## config.mk

```make
export PLATFORM = sky130hd
export DESIGN_NAME = i2s_tx
export DESIGN_NICKNAME = d
export VERILOG_FILES = /design/src/rtl/i2s_tx.sv
export SDC_FILE = /design/constraint.sdc
export NUM_CORES = 1
export LEC_CHECK = 0
export BUFFER_PORTS_ARGS = -buffer_cell sky130_fd_sc_hd__buf_2
export CAP_MARGIN = 20
export CORE_UTILIZATION = 40
export CTS_CLUSTER_DIAMETER = 60
export DETAILED_ROUTE_END_ITERATION = 16
export GPL_TIMING_DRIVEN = 0
export MAX_ROUTING_LAYER = met4
export PLACE_DENSITY = 0.68
export SKIP_LAST_GASP = 1
export SYNTH_ARGS = -nofsm -noshare
export SYNTH_HDL_FRONTEND = slang
export SYNTH_SLANG_ARGS = --single-unit
```

## constraint.sdc

```tcl
create_clock -name clk -period 3.13 [get_ports clk]
set_input_delay 0.4695 -clock clk [delete_from_list [all_inputs] [get_ports clk]]
set_output_delay 0.4695 -clock clk [all_outputs]
set_load 0.01 [all_outputs]
```

## src/rtl/i2s_tx.sv

```systemverilog
// i2s_tx: stereo 16-bit I2S (Philips) transmitter with sample buffering.
//   Bit clock i2s_sck = clk / (2*CLK_DIV). Each frame is 64 bit-slots long:
//   left word in slots 0..15, right word in slots 32..47, zero padding elsewhere.
//   Word select and data change on the falling edges of i2s_sck.
// Ports:
//   clk, rst            system clock, synchronous active-high reset
//   in_valid/in_ready   sample handshake (in_ready is combinational from registers)
//   in_left, in_right   signed 16-bit samples
//   i2s_sck/ws/sd       I2S bit clock, word select (0=left), serial data MSB first
//   frame_start         one-clk pulse per frame load
//   underrun            one-clk pulse when a frame loads from an empty buffer in RUN
// Configuration:
//   I2S_TX_FIFO_EN      defined: 4-entry stereo FIFO; undefined: single holding register
module i2s_tx #(
  parameter int unsigned CLK_DIV = 10
) (
  input  logic        clk,
  input  logic        rst,
  input  logic        in_valid,
  output logic        in_ready,
  input  logic [15:0] in_left,
  input  logic [15:0] in_right,
  output logic        i2s_sck,
  output logic        i2s_ws,
  output logic        i2s_sd,
  output logic        frame_start,
  output logic        underrun
);

  localparam logic [7:0] DIV_LAST = 8'(CLK_DIV - 1);

  typedef enum logic {IDLE = 1'b0, RUN = 1'b1} state_e;

  state_e      state_q, state_d;
  logic [7:0]  div_q, div_d;
  logic        sck_q, sck_d;
  logic [5:0]  bc_q, bc_d;
  logic        ws_q, ws_d;
  logic        sd_q, sd_d;
  logic [15:0] frm_l_q, frm_l_d;
  logic [15:0] frm_r_q, frm_r_d;
  logic        frame_start_q, frame_start_d;
  logic        underrun_q, underrun_d;

  logic        tick, fall, load;
  logic        push, pop;
  logic        buf_full, buf_empty;
  logic [15:0] head_l, head_r;
  logic [3:0]  bit_idx;

  // Sample buffer: provides head/full/empty, consumes push/pop.
`ifdef I2S_TX_FIFO_EN
  localparam int unsigned DEPTH = 4;

  logic [15:0] mem_l_q [DEPTH];
  logic [15:0] mem_l_d [DEPTH];
  logic [15:0] mem_r_q [DEPTH];
  logic [15:0] mem_r_d [DEPTH];
  logic [1:0]  wr_ptr_q, wr_ptr_d;
  logic [1:0]  rd_ptr_q, rd_ptr_d;
  logic [2:0]  count_q, count_d;

  assign buf_full  = (count_q == 3'(DEPTH));
  assign buf_empty = (count_q == 3'd0);
  assign head_l    = mem_l_q[rd_ptr_q];
  assign head_r    = mem_r_q[rd_ptr_q];

  always_comb begin
    mem_l_d  = mem_l_q;
    mem_r_d  = mem_r_q;
    wr_ptr_d = wr_ptr_q;
    rd_ptr_d = rd_ptr_q;
    count_d  = count_q;
    if (push) begin
      mem_l_d[wr_ptr_q] = in_left;
      mem_r_d[wr_ptr_q] = in_right;
      wr_ptr_d          = wr_ptr_q + 2'd1;
    end
    if (pop) rd_ptr_d = rd_ptr_q + 2'd1;
    if (push && !pop)      count_d = count_q + 3'd1;
    else if (!push && pop) count_d = count_q - 3'd1;
  end

  always_ff @(posedge clk) begin
    if (rst) begin
      wr_ptr_q <= 2'd0;
      rd_ptr_q <= 2'd0;
      count_q  <= 3'd0;
    end else begin
      wr_ptr_q <= wr_ptr_d;
      rd_ptr_q <= rd_ptr_d;
      count_q  <= count_d;
    end
  end

  // Storage needs no reset: occupancy alone decides what is valid.
  always_ff @(posedge clk) begin
    mem_l_q <= mem_l_d;
    mem_r_q <= mem_r_d;
  end
`else
  logic        hold_v_q, hold_v_d;
  logic [15:0] hold_l_q, hold_l_d;
  logic [15:0] hold_r_q, hold_r_d;

  assign buf_full  = hold_v_q;
  assign buf_empty = !hold_v_q;
  assign head_l    = hold_l_q;
  assign head_r    = hold_r_q;

  // Push only happens when empty, so push and pop never coincide here.
  always_comb begin
    hold_v_d = hold_v_q;
    hold_l_d = hold_l_q;
    hold_r_d = hold_r_q;
    if (push) begin
      hold_v_d = 1'b1;
      hold_l_d = in_left;
      hold_r_d = in_right;
    end else if (pop) begin
      hold_v_d = 1'b0;
    end
  end

  always_ff @(posedge clk) begin
    if (rst) hold_v_q <= 1'b0;
    else     hold_v_q <= hold_v_d;
  end

  always_ff @(posedge clk) begin
    hold_l_q <= hold_l_d;
    hold_r_q <= hold_r_d;
  end
`endif

  assign in_ready = !buf_full;
  assign push     = in_valid && in_ready;

  // Divider tick, sck falling edge, and frame load at the 63 -> 0 wrap.
  assign tick = (div_q == DIV_LAST);
  assign fall = tick && sck_q;
  assign load = fall && (bc_q == 6'd63);

  // FSM state register.
  always_ff @(posedge clk) begin
    if (rst) state_q <= IDLE;
    else     state_q <= state_d;
  end

  // FSM next state: leave IDLE on the first accepted sample.
  always_comb begin
    state_d = state_q;
    if (state_q == IDLE && push) state_d = RUN;
  end

  // FSM outputs: buffer pop and frame pulses at each load.
  always_comb begin
    pop           = load && !buf_empty;
    frame_start_d = load;
    underrun_d    = load && buf_empty && (state_q == RUN);
  end

  // Bit clock, bit counter and serializer.
  always_comb begin
    div_d   = tick ? 8'd0 : div_q + 8'd1;
    sck_d   = tick ? !sck_q : sck_q;
    bc_d    = fall ? bc_q + 6'd1 : bc_q;
    frm_l_d = frm_l_q;
    frm_r_d = frm_r_q;
    ws_d    = ws_q;
    sd_d    = sd_q;
    if (load) begin
      frm_l_d = pop ? head_l : 16'd0;
      frm_r_d = pop ? head_r : 16'd0;
    end
    // Slot 15-bc (left) and 47-bc (right) both reduce to ~bc[3:0].
    bit_idx = ~bc_d[3:0];
    if (fall) begin
      ws_d = (bc_d >= 6'd31) && (bc_d <= 6'd62);
      if (bc_d[4])      sd_d = 1'b0;
      else if (bc_d[5]) sd_d = frm_r_d[bit_idx];
      else              sd_d = frm_l_d[bit_idx];
    end
  end

  always_ff @(posedge clk) begin
    if (rst) begin
      div_q         <= 8'd0;
      sck_q         <= 1'b0;
      bc_q          <= 6'd63;
      ws_q          <= 1'b0;
      sd_q          <= 1'b0;
      frm_l_q       <= 16'd0;
      frm_r_q       <= 16'd0;
      frame_start_q <= 1'b0;
      underrun_q    <= 1'b0;
    end else begin
      div_q         <= div_d;
      sck_q         <= sck_d;
      bc_q          <= bc_d;
      ws_q          <= ws_d;
      sd_q          <= sd_d;
      frm_l_q       <= frm_l_d;
      frm_r_q       <= frm_r_d;
      frame_start_q <= frame_start_d;
      underrun_q    <= underrun_d;
    end
  end

  assign i2s_sck     = sck_q;
  assign i2s_ws      = ws_q;
  assign i2s_sd      = sd_q;
  assign frame_start = frame_start_q;
  assign underrun    = underrun_q;

endmodule
```

==> key figures, run 1 <==
Drt
  – DR pass1 iterations: 4
  – DRC violations left: 0
  – Post-route ant nets: 0
  – Drt first-iter violations: 128
  – Total length of routed wires: 6720 um
  – Vias after detailed routing: 2,468
  – Routed len/inst: 14.1 um
  – Vias per cell: 5.18

Pwr
  – Leakage: 0.00151 uW
  – Logic gate share of total power: 0.030
  – Switching share of total power: 0.225
  – Clock power share: 0.386
  – Switching power: 460 uW
  – Cell-internal power: 1580 uW
  – Power per cell area: 512 mW/mm2
  – Flop pwr share: 0.583
  – Max IR drop VDD: 341 uV

CTS
  – Post-CTS Repair Setup Buffers: 0
  – CTS Buf Count: 9
  – H-tree levels: 3
  – Clock Pin Slew Worst Setup and Hold Paths: 0.09 ns
  – CTS resizes: 0
  – TritonCTS clock tree: done
  – CTS max path bufs: 2
  – CTS root buffer: clkbuf_8
  – Sink Count: 85
  – Worst-skew pair later-pin latency: 0.36 ns
  – Cts hold-fix bufs: 0

Global route
  – Initial antenna violation count: 0
  – GR Util All Layers: 0.174
  – Largest net degree at the start of global routing: 34
  – Vias in the first global route: 2,467
  – First-pass GRT wire length: 11,500 um
  – Final global-route overflow total: 0

Die
  – Chip height: 94.9 um
  – Row count: 33
  – Die ar.: 0.00901 mm2
  – Ports: 41
  – Initial core utilization: 0.416
  – CORE AREA: 0.00830 mm2
  – Die X: 94.9 um

Timing
  – Slew Viols, Final: 0
  – Final hold viol count: 0
  – Final setup fails: 0
  – Setup repair after global routing missed its margin: false
  – Slew headroom: 0.415
  – Worst setup margin: 0.382 ns
  – Tmin final: 2.75 ns
  – Final hold slack: 0.280 ns
  – Period utilization: 0.878
  – Skew final: 0.00844 ns
  – Worst slew pin tran: 0.876 ns
  – Fmax: 364 MHz
  – Post-Route Setup TNS: 0 ns

Placed design
  – Post-placement cell count: 460
  – Placement Setup Slack: 0.438 ns
  – GP Congestion: 0.853
  – Area post-placement: 0.00379 mm2
  – PortBufs: 39
  – Final HPWL DP: 4710 um

Synth
  – Yosys top cell by area: dfxtp_1
  – Ys flop type: dfxtp_1
  – Area contributors post-synth: dfxtp_1 (31%), edfxtp_1 (28%), nor2_1 (4.6%)
  – Syn nets: 354
  – Ys async rst share: 0
  – Post-synth top area share: 0.307
  – Sequential area share after synthesis: 0.586
  – #FFs+latches synth: 85
  – EDFF count, synth: 32
  – Post-synth cell types: 50
  – Warnings from Yosys: 0
  – Post-Syn Area: 0.00345 mm2
  – Cell count after synthesis: 316
  – Avg Inst Size Synth: 10.9 um2
  – Most numerous cell in the Yosys netlist: dfxtp_1
  – Synth cell count leaders: dfxtp_1 (53), nor2_1 (42), nand2_1 (35), edfxtp_1 (32)

Final layout
  – Layout Cells excl Fill: 476
  – Fin nets: 404
  – Fin area: 0.00399 mm2
  – Syn-to-layout area delta: 15.6%
  – # diodes: 0
  – Layout cells sized above 1: 0.208

Critical path
  – CP arrival: 3.02 ns
  – Buf/Inv on CP: 2
  – CP Launch Type: register
  – Worst-path fanout max: 10
  – Critical Path RT: 3.40 ns
  – Critical Path Sink Type: register
  – Slowest-stage cell, CP: dfxtp_1
  – Crit Path Class: register to register
  – Critical path's top delay family: compound AO/OA/AOI/OAI gates
  – CP max stage delay: 0.61 ns
  – CP Cell Sequence: ha_1 > and3_1 > and4_2 > clkbuf_4 > buf_2 > a22oi_1 > a2111oi_0 > a211oi_1 > o31ai_1

Status
  – Status: complete, no violations

Run
  – Max Cap Viol: 0

Hold path
  – Worst hold path class: input pin to register
## stage by stage
step            util  total power (uW)
6_report       0.481              2040
2_1_floorplan      -              1240
3_5_place_dp   0.456              1280
3_3_place_gp   0.455              1280
5_1_grt        0.481              2120
4_1_cts        0.481              2060
## layer usage
metal | vias up | track usage | wire length (um)
li1 | 1228 | - | -
met2 | 68 | 0.277 | 3210
met1 | 1157 | 0.212 | 3040
met5 | - | - | 0
met3 | 15 | 0.0451 | 298
met4 | 0 | 0.0644 | 170
## power by group through the flow
stage | combinational [uW] | sequential [uW] | clock, uW
floorplan | 30.6 | 1210 | 0
global placement | 59.9 | 1220 | 0
detailed placement | 62.9 | 1220 | 0
CTS | 63.1 | 1190 | 808
global route | 70.9 | 1200 | 852
finish | 62.3 | 1190 | 790
## flip-flops by register name, indices dropped and copies added (netlist names)
signal,cells
bc_q,6
head_l,16
i2s_ws,1
frm_l_q,16
frame_start,1
div_q,8
i2s_sd,1
buf_full,1
frm_r_q,16
underrun,1
i2s_sck,1
state_q,1
head_r,16
## layout make-up
cell class / instances / area, um2
Fill cell: 765 / 4310
Tap cell: 105 / 131
Sequential cell: 85 / 2020
Timing Repair Buffer: 39 / 195
Multi-Input combinational cell: 212 / 1320
Inverter: 2 / 7.51
Clock inverter: 7 / 81.3
Buffer: 17 / 110
Clock buffer: 9 / 124
## cell usage in the layout, fill, tap and decap left out, types with 3 or more instances in the layout
cell / instances
nand2b_1: 7
edfxtp_1: 32
nand2_1: 35
xor2_1: 10
clkbuf_8: 9
a21oi_1: 19
dfxtp_1: 53
ha_1: 3
buf_2: 42
nand3_1: 19
a311oi_1: 3
nor3_1: 3
clkbuf_1: 8
and3_1: 5
mux2i_1: 8
inv_6: 3
nor2_1: 42
a22oi_1: 15
nand4_1: 7
## final timing paths
| path | slack (ns) | from | depth (start not counted) | end |
|---|---|---|---|---|
| worst max-delay path | 0.38 | bc_q[0]$_SDFF_PP1_ | 9 | i2s_sd$_SDFFE_PP0N_ |
| worst min-delay path | 0.28 | in_left[13] | 1 | head_l[13]$_DFFE_PP_ |
| worst max register to register | 0.38 | bc_q[0]$_SDFF_PP1_ | 9 | i2s_sd$_SDFFE_PP0N_ |
| worst min register to register | 0.46 | frm_r_q[14]$_SDFF_PP0_ | 2 | frm_r_q[14]$_SDFF_PP0_ |
## cell families after synthesis
group / share of synthesized area
adders and majority gates: 0.0109
and+or+nand+nor: 0.187
AOI/OAI and AO/OA: 0.0964
xor gates and xnor gates: 0.0511
DFF: 0.586
buffers and inverters: 0.0341
muxes: 0.0348
Power figures use the tool's default switching activity.
==> inputs of run 2 (changes only) <==
Settings changed: ABC_AREA set to 1.
==> key figures, run 2 <==
Status
  – Status: complete, no violations

Final layout
  – Highest-count cells in the layout ignoring fill and taps: nand2_1 (107), inv_1 (78), dfxtp_1 (53)
  – Most common cell after layout, fill and taps aside: nand2_1
  – Syn-to-layout area delta: 15.4%
  – Fin nets: 557 (+38%)
  – # diodes: 0 (unchanged)
  – Fill cells: 917 (+20%)
  – Layout cells sized above 1: 0.156 (-0.0511)

Die
  – Chip height: 100 um (+5.8%)
  – CORE AREA: 0.00933 mm2 (+12%)
  – Die ar.: 0.0101 mm2 (+12%)
  – Initial core utilization: 0.415 (-0.00108)
  – Die X: 100 um (+5.8%)
  – Row count: 35 (+6.1%)
  – Ports: 41 (unchanged)

Drt
  – Total length of routed wires: 8440 um (+26%)
  – DRC violations left: 0 (unchanged)
  – Drt first-iter violations: 122 (-4.7%)
  – Post-route ant nets: 0 (unchanged)
  – Routed len/inst: 12.9 um (-8.5%)
  – Vias after detailed routing: 3,159 (+28%)
  – DR pass1 iterations: 5 (+1)
  – Vias per cell: 4.84 (-6.7%)

Critical path
  – Critical Path Sink Type: register
  – CP Cell Sequence: ha_1 > nand3_1 > nor2_2 > buf_4 > buf_2 > o2111ai_1 > nand3_1 > nand3_1 > nand3_1 > nand3_1 > nand2_1 > nand2_1 > nand3_1 > a21oi_1
  – CP dominant cell by count: nand3_1
  – Cells on worst reg2reg path: 14 (+5)
  – Crit. Startpoint: bc_q[0]$_SDFF_PP1_
  – Worst-path fanout max: 10 (unchanged)
  – CP arrival: 2.65 ns (-0.37 ns)
  – Worst R2R Start: bc_q[0]$_SDFF_PP1_
  – Critical path's top delay family: simple AND/OR/NAND/NOR gates
  – Critical Path RT: 3.36 ns (-0.04 ns)
  – Buf/Inv on CP: 2 (unchanged)
  – R2R Path End: i2s_sd$_SDFFE_PP0N_
  – Reg2reg setup slack: 0.71 ns (+0.32 ns)
  – CP Launch Type: register
  – Cell count along the critical path: 14 (+5)
  – Critical path capture point: i2s_sd$_SDFFE_PP0N_
  – Crit Path Class: register to register
  – Slowest-stage cell, CP: dfxtp_1
  – CP max stage delay: 0.43 ns (-0.18 ns)

Global route
  – Vias in the first global route: 2,991 (+21%)
  – Final global-route overflow total: 0 (unchanged)
  – Initial antenna violation count: 0 (unchanged)
  – GR Util All Layers: 0.185 (+0.0112)
  – First-pass GRT wire length: 13,900 um (+21%)
  – Largest net degree at the start of global routing: 27 (-21%)

Timing
  – Final hold viol count: 0 (unchanged)
  – Tmin final: 2.42 ns (-0.324 ns)
  – Slew Viols, Final: 0 (unchanged)
  – Setup repair after global routing missed its margin: false
  – Final setup fails: 0 (unchanged)
  – Period utilization: 0.774 (-0.104)
  – Final hold slack: 0.288 ns (+0.00808 ns)
  – Fmax: 413 MHz (+13%)
  – Skew final: 0.0152 ns (+0.00673 ns)
  – Slew headroom: 0.598 (+0.183)
  – Worst slew pin tran: 0.604 ns (-0.273 ns)
  – Post-Route Setup TNS: 0 ns (unchanged)

Synth
  – Ys flop type: dfxtp_1
  – Most numerous cell in the Yosys netlist: nand2_1
  – Post-Syn Area: 0.00387 mm2 (+12%)
  – #FFs+latches synth: 85 (unchanged)
  – EDFF count, synth: 32 (unchanged)
  – Ys async rst share: 0 (unchanged)
  – Yosys top cell by area: dfxtp_1
  – Avg Inst Size Synth: 8.29 um2 (-24%)
  – Sequential area share after synthesis: 0.522 (-0.0632)
  – Area contributors post-synth: dfxtp_1 (27%), edfxtp_1 (25%), nand2_1 (10%)
  – Synth cell count leaders: nand2_1 (107), inv_1 (78), dfxtp_1 (53), nor2_1 (50), nand3_1 (49)
  – Warnings from Yosys: 0 (unchanged)
  – Post-synth cell types: 34 (-32%)
  – Post-synth top area share: 0.274 (-0.0332)
  – Syn nets: 505 (+43%)
  – Cell count after synthesis: 467 (+48%)

Pwr
  – Flop pwr share: 0.565 (-0.018)
  – Switching share of total power: 0.213 (-0.0124)
  – Clock power share: 0.394 (+0.008)
  – Switching power: 449 uW (-2.4%)
  – Leakage: 0.00202 uW (+34%)
  – Max IR drop VDD: 259 uV (-24%)
  – Power per cell area: 473 mW/mm2 (-7.7%)
  – Cell-internal power: 1660 uW (+5.0%)
  – Logic gate share of total power: 0.042 (+0.012)

Placed design
  – GP Congestion: 0.901 (+5.6%)
  – PortBufs: 40 (+2.6%)
  – Final HPWL DP: 5940 um (+26%)

Run
  – Max Cap Viol: 0 (unchanged)

CTS
  – CTS max path bufs: 2 (unchanged)
  – Clock Pin Slew Worst Setup and Hold Paths: 0.09 ns (about the same)
  – CTS root buffer: clkbuf_8
  – CTS resizes: 0 (unchanged)
  – Sink Count: 85 (unchanged)
  – Worst-skew pair later-pin latency: 0.36 ns (about the same)
  – Post-CTS Repair Setup Buffers: 0 (unchanged)
  – Cts hold-fix bufs: 0 (unchanged)
  – H-tree levels: 3 (unchanged)
  – TritonCTS clock tree: done
  – CTS Buf Count: 9 (unchanged)

Hold path
  – Worst hold path class: input pin to register
==> run 2: cell types whose count changed after synthesis, moves of 8 or more <==
cell       delta
inv_1        +76
nand2_1      +72
nand3_1      +30
o2111ai_1    +21
a22oi_1      -14
a21oi_1      -11
mux2i_1       -8
nor2_1        +8
o211ai_1      +8
==> run 2: worst min path at each step <==
stage / from / endpoint / cells past startpoint
2_1_floorplan: buf_full$_SDFFE_PP0P_ / underrun$_SDFF_PP0_ / 1
3_3_place_gp: buf_full$_SDFFE_PP0P_ / underrun$_SDFF_PP0_ / 1
3_5_place_dp: buf_full$_SDFFE_PP0P_ / underrun$_SDFF_PP0_ / 1
4_1_cts: in_left[2] / head_l[2]$_DFFE_PP_ / 1
5_1_grt: in_left[1] / head_l[1]$_DFFE_PP_ / 1
6_report: in_left[7] / head_l[7]$_DFFE_PP_ / 1
==> run 2: cell families after synthesis <==
logic type,Yosys count,share of synthesized area
flip-flops,85,0.522
AND/OR/NAND/NOR,225,0.261
AO/OA/AOI/OAI,46,0.0873
adder cells (fa/ha/maj),3,0.00970
buffers and inverters,103,0.109
XOR/XNOR,5,0.0113
==> run 2: final cells by class <==
type                            count  area [um2]  share of cell area
Timing Repair Buffer               41         228              0.0510
Buffer                             21         113              0.0252
Tap cell                          129         161              0.0361
Clock buffer                       12         135              0.0302
Inverter                           82         308              0.0689
Multi-Input combinational cell    279        1430               0.320
Clock inverter                      4        72.6              0.0162
Sequential cell                    85        2020               0.453
==> run 2: routing by layer <==
layer,vias to the layer above,GRT usage,wire length [um]
met3,11,0.0390,408
li1,1612,-,-
met4,0,0.0591,86
met1,1464,0.223,3720
met2,72,0.311,4230
met5,-,-,0
==> run 2: worst reg2reg max path: stages (launching register included) <==
cell,delay [ns]
dfxtp_1,0.43
ha_1,0.22
nand3_1,0.12
nor2_2,0.17
buf_4,0.22
buf_2,0.25
o2111ai_1,0.18
nand3_1,0.13
nand3_1,0.08
nand3_1,0.10
nand3_1,0.08
nand2_1,0.10
nand2_1,0.05
nand3_1,0.09
a21oi_1,0.07
==> run 2: power by group through the flow <==
stage / combinational [uW] / sequential, uW / clock [uW]
floorplan: 42.9 / 1220 / 0
global placement: 80.1 / 1220 / 0
detailed placement: 88.8 / 1220 / 0
CTS: 89.1 / 1190 / 851
global route: 99.9 / 1200 / 900
finish: 88.0 / 1190 / 832
==> run 2: stage by stage <==
step                      setup WS, ns  power (uW)  utilization  instance area, um2  std cells
after CTS                        0.744        2130        0.479                4470        653
after detailed placement         0.776        1310        0.457                4260        637
final                            0.706        2110        0.479                4470        653
after global placement           0.793        1300        0.454                4230        636
after global routing             0.556        2190        0.479                4470        653
after floorplan                   1.18        1260            -                3870        467
==> inputs of run 3 (changes only) <==
Settings changed: PLACE_DENSITY 0.68 to 0.7.
Clock period 3.13 ns to 1.9 ns, I/O delays scaled along.
==> key figures, run 3 (synthesis results as in run 2) <==
Final layout
  – Syn-to-layout area delta: 30.8%
  – Fin nets: 584 (+4.8%)
  – Fill cells: 830 (-9.5%)
  – Most common cell after layout, fill and taps aside: nand2_1
  – Layout cells sized above 1: 0.263 (+0.107)
  – Layout Cells excl Fill: 680 (+4.1%)
  – # diodes: 0 (unchanged)
  – Highest-count cells in the layout ignoring fill and taps: nand2_1 (95), inv_1 (76), nor2_1 (50)

CTS
  – CTS root buffer: clkbuf_8
  – Sink Count: 85 (unchanged)
  – CTS Buf Count: 9 (unchanged)
  – Cts hold-fix bufs: 0 (unchanged)
  – Clock Pin Slew Worst Setup and Hold Paths: 0.09 ns (about the same)
  – CTS max path bufs: 2 (unchanged)
  – Worst-skew pair later-pin latency: 0.36 ns (about the same)
  – H-tree levels: 3 (unchanged)
  – TritonCTS clock tree: done

Placed design
  – PortBufs: 40 (unchanged)
  – Final HPWL DP: 5890 um (-0.90%)
  – Placement Setup Slack: -0.410 ns (-1.19 ns)
  – GP Congestion: 0.899 (-0.21%)
  – Post-placement cell count: 637 (unchanged)

Critical path
  – Cells on worst reg2reg path: 16 (+2)
  – Critical Path RT: 2.13 ns (-1.23 ns)
  – Worst-path fanout max: 8 (-2)
  – CP Cell Sequence: ha_4 > nand3_4 > nor2_4 > buf_6 > buf_4 > o2111ai_1 > nand3_1 > nand3_1 > nand2_1 > nand2_1 > nand2_1 > clkinv_1 > nand2_1 > nand2_1 > nand3_2 > a21oi_2
  – CP arrival: 2.39 ns (-0.26 ns)
  – Crit Path Class: register to register
  – CP Launch Type: register
  – CP dominant cell by count: nand2_1
  – Critical path's top delay family: simple AND/OR/NAND/NOR gates
  – Buf/Inv on CP: 3 (+1)
  – CP max stage delay: 0.39 ns (-0.04 ns)
  – Cell count along the critical path: 16 (+2)
  – Critical Path Sink Type: register
  – Slowest-stage cell, CP: dfxtp_4

Drt
  – DR pass1 iterations: 5 (unchanged)
  – Post-route ant nets: 0 (unchanged)
  – Routed len/inst: 14.1 um (+8.7%)
  – Drt first-iter violations: 200 (+64%)
  – DRC violations left: 0 (unchanged)
  – Vias after detailed routing: 3,410 (+7.9%)
  – Total length of routed wires: 9550 um (+13%)
  – Vias per cell: 5.01 (+3.7%)

Run
  – Max Cap Viol: 0 (unchanged)

Timing
  – Setup repair after global routing missed its margin: true
  – Period utilization: 1.14 (+0.364)
  – Fmax: 462 MHz (+12%)
  – Final hold viol count: 0 (unchanged)
  – Worst slew pin tran: 0.698 ns (+0.0948 ns)
  – Slew headroom: 0.534 (-0.0632)
  – Worst setup margin: -0.264 ns (-0.970 ns)
  – Slew Viols, Final: 0 (unchanged)
  – Skew final: 0.00741 ns (-0.00775 ns)
  – Tmin final: 2.16 ns (-0.260 ns)
  – Final setup fails: 2 (+2)

Die
  – Initial core utilization: 0.415 (unchanged)
  – Die X: 100 um (unchanged)
  – Die ar.: 0.0101 mm2 (unchanged)
  – Row count: 35 (unchanged)
  – Chip height: 100 um (unchanged)
  – Ports: 41 (unchanged)
  – CORE AREA: 0.00933 mm2 (unchanged)

Pwr
  – Switching share of total power: 0.231 (+0.0182)
  – Clock power share: 0.372 (-0.022)
  – Power, Total: 3390 uW (+60%)
  – Cell-internal power: 2610 uW (+57%)
  – Max IR drop VDD: 384 uV (+48%)
  – Leakage: 0.00224 uW (+11%)
  – Switching power: 782 uW (+74%)
  – Power per cell area: 669 mW/mm2 (+42%)
  – Flop pwr share: 0.579 (+0.014)
  – Logic gate share of total power: 0.049 (+0.007)

Hold path
  – Hold Path Stages: 1 (unchanged)
  – Worst hold path class: input pin to register

Global route
  – Vias in the first global route: 3,073 (+2.7%)
  – Final global-route overflow total: 0 (unchanged)
  – Grt met1 use: 0.240 (+0.0168)
  – Largest net degree at the start of global routing: 27 (unchanged)
  – GRT busiest layer: met2
  – Initial antenna violation count: 0 (unchanged)
  – Met2 GRT Util: 0.316 (+0.00474)
  – GR Layer Usage met3: 0.0306 (-0.00836)
  – First-pass GRT wire length: 14,600 um (+5.3%)
  – GR Util All Layers: 0.194 (+0.00910)

Status
  – Failing checks: setup timing
  – Status: finished, violations left
==> run 3: changes by cell type in the layout (fill, tap and decap cells not counted), sizes merged <==
cell    previous run  this run
bufinv             2         1
buf               55        77
nand3             52        53
inv               79        78
clkinv             4         9
clkbuf            19        20
==> run 3: area by class of cell <==
type	instances	area (um2)	share of cell area
Buffer	21	175	0.0346
Multi-Input combinational cell	280	1660	0.327
Clock buffer	9	124	0.0245
Sequential cell	85	2030	0.401
Tap cell	129	161	0.0319
Timing Repair Buffer	67	532	0.105
Clock inverter	7	66.3	0.0131
Inverter	82	317	0.0625
==> run 3: worst register-to-register path: stages, from the launching register on <==
cell	delay (ns)
dfxtp_4	0.39
ha_4	0.16
nand3_4	0.09
nor2_4	0.18
buf_6	0.17
buf_4	0.15
o2111ai_1	0.14
nand3_1	0.14
nand3_1	0.09
nand2_1	0.08
nand2_1	0.05
nand2_1	0.07
clkinv_1	0.06
nand2_1	0.05
nand2_1	0.07
nand3_2	0.09
a21oi_2	0.05
==> run 3: metrics by stage <==
step / setup TNS, ns / instance area (um2) / util / hold WS, ns
after floorplan: 0 / 3890 / - / 0.384
after global placement: -15.35 / 4250 / 0.455 / 0.418
after detailed placement: -2.51 / 4280 / 0.458 / 0.429
after CTS: -0.376 / 4770 / 0.512 / 0.0874
after global routing: -0.710 / 5060 / 0.543 / 0.0830
final: -0.440 / 5060 / 0.543 / 0.0967
==> run 3: what timing repair did <==
action | 4_1_cts | 5_1_grt
pin swaps | 17 | 18
buffers inserted | 15 | 7
gates cloned | 1 | 4
gates resized for setup | 38 | 34
endpoints found under the setup margin | 28 | 28
hold endpoints to repair | 0 | 0
==> run 3: power by group through the flow <==
stage | sequential [uW] | combinational [uW] | clock [uW]
finish | 1960 | 165 | 1260
global route | 1970 | 185 | 1350
CTS | 1960 | 161 | 1270
detailed placement | 2010 | 146 | 0
global placement | 2010 | 132 | 0
floorplan | 2000 | 70.6 | 0
==> run 3: worst paths after layout <==
check,from,endpoint,slack (ns)
worst max-delay path,bc_q[1]$_SDFF_PP1_,i2s_sd$_SDFFE_PP0N_,-0.26
worst min-delay path,in_right[4],head_r[4]$_DFFE_PP_,0.1
worst max register to register,bc_q[1]$_SDFF_PP1_,i2s_sd$_SDFFE_PP0N_,-0.26
worst min register to register,buf_full$_SDFFE_PP0P_,underrun$_SDFF_PP0_,0.44
==> run 3: metal layers <==
layer	up-vias	routed length (um)
met5	-	0
met4	0	257
met3	25	455
met2	97	4780
met1	1618	4070
li1	1670	-
